===== src/rtl/axis_stream_transform_fifo.sv =====
// axis_stream_transform_fifo: per-packet AXI-Stream transform (pass, byte reverse, add, XOR) feeding an output FIFO
// Ports: aclk/aresetn (sync, active low); s_axis_* input stream; m_axis_* output stream;
//        mode/constant_value select and parameterise the transform; active_mode, pkt_count,
//        beat_count and fifo_level report status.
module axis_stream_transform_fifo #(
  parameter int TDATA_WIDTH = 32,
  parameter int FIFO_DEPTH  = 4,
  parameter int CNT_WIDTH   = 16
) (
  input  logic                            aclk,
  input  logic                            aresetn,
  input  logic [TDATA_WIDTH-1:0]          s_axis_tdata,
  input  logic [TDATA_WIDTH/8-1:0]        s_axis_tkeep,
  input  logic                            s_axis_tvalid,
  input  logic                            s_axis_tlast,
  output logic                            s_axis_tready,
  output logic [TDATA_WIDTH-1:0]          m_axis_tdata,
  output logic [TDATA_WIDTH/8-1:0]        m_axis_tkeep,
  output logic                            m_axis_tvalid,
  output logic                            m_axis_tlast,
  input  logic                            m_axis_tready,
  input  logic [1:0]                      mode,
  input  logic [TDATA_WIDTH-1:0]          constant_value,
  output logic [1:0]                      active_mode,
  output logic [CNT_WIDTH-1:0]            pkt_count,
  output logic [CNT_WIDTH-1:0]            beat_count,
  output logic [$clog2(FIFO_DEPTH):0]     fifo_level
);
  localparam int KW = TDATA_WIDTH / 8;
  localparam int AW = $clog2(FIFO_DEPTH);
  typedef enum logic {IDLE, IN_PKT} state_t;
  state_t state, state_nxt;
  logic [TDATA_WIDTH-1:0] data_mem [FIFO_DEPTH];
  logic [KW-1:0]          keep_mem [FIFO_DEPTH];
  logic                   last_mem [FIFO_DEPTH];
  logic [AW-1:0]          wr_ptr, rd_ptr;
  logic                   push, pop;
  logic [1:0]             eff_mode;
  logic [TDATA_WIDTH-1:0] rev_data, t_data;
  logic [KW-1:0]          rev_keep, t_keep;
  // Occupancy never exceeds FIFO_DEPTH (a power of two), so its top bit is the full flag.
  assign s_axis_tready = !fifo_level[AW] && aresetn;
  assign m_axis_tvalid = |fifo_level;
  assign push = s_axis_tvalid && s_axis_tready;
  assign pop  = m_axis_tvalid && m_axis_tready;
  // Head is masked when empty so the outputs read zero after reset without clearing the storage.
  assign m_axis_tdata = m_axis_tvalid ? data_mem[rd_ptr] : '0;
  assign m_axis_tkeep = m_axis_tvalid ? keep_mem[rd_ptr] : '0;
  assign m_axis_tlast = m_axis_tvalid && last_mem[rd_ptr];
  always_comb begin
    state_nxt = state;
    eff_mode  = (state == IDLE) ? mode : active_mode;
    if (push) state_nxt = s_axis_tlast ? IDLE : IN_PKT;
  end
  always_comb begin
    rev_data = '0;
    rev_keep = '0;
    for (int i = 0; i < KW; i++) begin
      rev_data[8*i +: 8] = s_axis_tdata[8*(KW-1-i) +: 8];
      rev_keep[i]        = s_axis_tkeep[KW-1-i];
    end
    t_data = (eff_mode == 2'd0) ? s_axis_tdata :
             (eff_mode == 2'd1) ? rev_data :
             (eff_mode == 2'd2) ? s_axis_tdata + constant_value :
                                  s_axis_tdata ^ constant_value;
    t_keep = (eff_mode == 2'd1) ? rev_keep : s_axis_tkeep;
  end
  always_ff @(posedge aclk) begin
    if (push) begin
      data_mem[wr_ptr] <= t_data;
      keep_mem[wr_ptr] <= t_keep;
      last_mem[wr_ptr] <= s_axis_tlast;
    end
  end
  always_ff @(posedge aclk) begin
    if (!aresetn) begin
      state       <= IDLE;
      wr_ptr      <= '0;
      rd_ptr      <= '0;
      fifo_level  <= '0;
      active_mode <= '0;
      pkt_count   <= '0;
      beat_count  <= '0;
    end else begin
      state      <= state_nxt;
      fifo_level <= fifo_level + (AW+1)'(push) - (AW+1)'(pop);
      if (pop) rd_ptr <= rd_ptr + 1'b1;
      if (push) begin
        wr_ptr     <= wr_ptr + 1'b1;
        pkt_count  <= pkt_count + CNT_WIDTH'(s_axis_tlast);
        beat_count <= s_axis_tlast ? '0 : beat_count + 1'b1;
        if (state == IDLE) active_mode <= mode;
      end
    end
  end
endmodule


===== config.mk =====
export PLATFORM = sky130hd
export DESIGN_NAME = axis_stream_transform_fifo
export DESIGN_NICKNAME = d
export VERILOG_FILES = /design/src/rtl/axis_stream_transform_fifo.sv
export SDC_FILE = /design/constraint.sdc
export NUM_CORES = 1
export LEC_CHECK = 0
export CAP_MARGIN = 10
export CORE_MARGIN = 4
export CORE_UTILIZATION = 40
export CTS_CLUSTER_DIAMETER = 40
export CTS_CLUSTER_SIZE = 28
export DETAILED_ROUTE_END_ITERATION = 16
export SYNTH_ARGS = -nofsm -noshare
export SYNTH_HDL_FRONTEND = slang
export SYNTH_SLANG_ARGS = --single-unit

===== constraint.sdc =====
create_clock -name aclk -period 3.4 [get_ports aclk]
set_clock_uncertainty 0.05 [all_clocks]
set_input_delay 1.02 -clock aclk [delete_from_list [all_inputs] [get_ports aclk]]
set_output_delay 1.02 -clock aclk [all_outputs]
set_load 0.005 [all_outputs]

==> impl_metrics.ini <==
[run_status]
run_status = finished, final reports clean

[sta]
period_minus_slack_ns = 3.34
fmaxAchievable_mhz = 299
final-setup-viol-count = 0
final_min_period_over_clock_period_pct = 98.2
report.final.slew_viol_count = 0
fin_ws_ns = 0.0599
worst-slew-pin-transition_ns = 0.610
timing.slew.headroom_pct = 59.2
grt_setup_unrepaired = no
hold_viol = 0

[logic_synthesis]
postSynthRegisterBits = 192
synth_edf_count = 148
postSynthAreaPerCell_um2 = 11.2
synth_largest_type_area_fraction_pct = 42.9
mappedNetlistNets = 1042
synth.cell_area_mm2 = 0.0104
synthMostInstantiatedCell = edfxtp_1
yosysWarnings = 0
asyncSetResetFlopFracSynth_pct = 0
ys.flop_type = edfxtp_1
synthTopCellsByArea = edfxtp_1, dfxtp_1, mux4_2
post_synth_inst_count = 925
synth.distinct_cells = 69
synth_area_leader_cell = edfxtp_1
synth_seq_area_share_pct = 51.4
synth.cells.most_frequent = edfxtp_1, nand2_1, and2_1

[global_route]
antenna_found_initial = 0
grt_overflow = 0
grt_first_pass_wirelength_mm = 45.2
grt_pass1_vias = 8099
groute.usage.overall_pct = 20.4
grt_start_max_net_pins = 40

[place]
place_hpwl_mm = 21.1
globalplace.congestion = 0.890
io_buffers = 150
preCtsSetupSlack_ns = -0.623
postPlaceCellArea_mm2 = 0.0134

[clock_tree]
insertion_delay_ns = 0.44
clk_path_buf_depth = 2
clock-sinks = 192
cts_tree = yes
holdBufCountCts = 0
numCtsBuffers = 17
h-tree-depth = 4
clk_pin_slew_worst_paths_ns = 0.08
clockRootBuffer = clkbuf_16

[final_layout]
antenna_cells_inserted = 0
layout.cell_area.non_filler_mm2 = 0.0142
layout-drive-gt1-share_pct = 23.3
final_net_count = 1324
final_util_pct = 56.0
synthToLayoutAreaGrowth_pct = 36.9

[power_and_ir_drop]
net-switching-power_mw = 2.19
power_density_mw_per_mm2 = 521
power_frac_clock_pct = 27.4
share_comb_of_total_power_pct = 34.9
swShare_pct = 29.7
leakagePower_nw = 5.22
internal_power_mw = 5.20
max-vdd-ir-drop_v = 0.000322
p_seq_share_pct = 37.7
power.total_mw = 7.39

[worst_setup_path]
critical_path.startpoint_type = primary input
critical_path_arrival_ns = 2.27
criticalPathCategory = primary input to output pin
data_required_time_of_the_worst_path_ns = 2.33
endpoint_kind_of_the_worst_setup_timing_path = output pin
critPathMaxFanout = 4

[routing]
route.detailed.wl_per_inst_um = 18.7
dr.first_iter.drc_count = 573
wl_mm = 29.0
first_pass_iters = 5
final_antenna_net_count = 0
drc = 0
vias = 8280
vias_per_cell = 5.34

[die]
die_h_um = 169
core_area_mm2 = 0.0253
std_cell_rows = 58
floorplan.initialDensity_pct = 40.9
floorplan.die_area_mm2 = 0.0285
floorplan.die.width_um = 169
boundary_pin_count = 151

[job]
max_cap_viol_count = 0

[min_path]
hold_class = flip-flop to flip-flop
==> kinds of logic (layout without fill, tap and decap cells) <==
family,count (synthesis),in the layout,synth area share [%]
muxes,46,46,8.98
buffers and inverters,59,354,2.49
AOI/OAI and AO/OA,203,203,12.4
and+or+nand+nor,350,350,16.7
xor gates and xnor gates,33,33,2.79
adders and majority gates,42,42,5.22
DFF,192,192,51.4
==> sequential cells by signal (all words and copies together) (netlist names), 2 cells and up, named ones only <==
name and flops:
active_mode 2, beat_count 16, last_mem 4, keep_mem 16
rd_ptr 2, data_mem 128, wr_ptr 2, pkt_count 16
fifo_level 3
==> worst paths after layout <==
path                              from                         to  slack, ns  depth (start not counted)
min          pkt_count[0]$_SDFFE_PN0P_  pkt_count[0]$_SDFFE_PN0P_       0.44                          2
min reg2reg  pkt_count[0]$_SDFFE_PN0P_  pkt_count[0]$_SDFFE_PN0P_       0.44                          2
max                            aresetn              s_axis_tready       0.06                          3
max reg2reg   fifo_level[2]$_SDFF_PN0_   fifo_level[2]$_SDFF_PN0_       0.83                         10
==> repair_timing <==
action	CTS	global route
endpoints found under the setup margin	50	74
pin swaps	7	15
gates resized for setup	12	27
setup buffers	0	1
==> critical path, stage by stage <==
cell             delay, ns
clkdlybuf4s50_1       0.55
nor2b_1               0.18
clkdlybuf4s50_1       0.52
==> metal layers <==
metal  GRT usage [%]  share of wire [%]  vias up
li1                -                  -     4004
met1            29.1                 46     4058
met2            33.1                 48      201
met3            3.55                4.7       17
met4            4.45                1.1        0
met5               0                  0        -
==> layout by cell type, fill, tap and decap left out, types with 5 or more instances in the layout <==
cell,n
buf_4,153
edfxtp_1,148
clkdlybuf4s50_1,146
nand2_1,136
and2_1,59
a21oi_1,56
nor2_1,55
dfxtp_1,43
mux4_2,37
o21ai_0,36
ha_1,33
xnor2_1,21
nand4_1,19
a31oi_1,18
clkbuf_16,17
and3_1,16
nand3_1,14
a21boi_0,14
o21ai_1,12
xor2_1,12
inv_1,11
nor3_1,8
or3_1,8
buf_12,7
o211ai_1,6
a21o_1,6
nor2b_1,6
ha_4,6
inv_8,6
mux2_2,5
==> through the flow <==
| stage | std cells | hold WS [ns] | setup TNS, ns |
|---|---|---|---|
| after floorplan | 925 | 0.419 | 0 |
| final | 1550 | 0.442 | 0 |
| after global routing | 1550 | 0.483 | 0 |
| after detailed placement | 1517 | 0.431 | -42.64 |
| after global placement | 1517 | 0.431 | -39.99 |
| after CTS | 1549 | 0.451 | 0 |
==> area by class of cell <==
class	count	area (um2)
tap	330	413
sequential	192	5330
multi-input combinational	674	4980
clock buffer	18	439
fill	2184	11100
timing repair buffer	311	2820
clock inverter	14	159
inverter	11	41.3
==> power by group through the flow <==
stage | clock, mW | combinational (mW) | sequential [mW]
floorplan | 0 | 1.30 | 2.81
global placement | 0 | 2.55 | 2.83
detailed placement | 0 | 2.57 | 2.84
CTS | 2.08 | 2.60 | 2.78
global route | 2.17 | 2.84 | 2.80
finish | 2.03 | 2.58 | 2.78
(Power assumes the default switching activity.)
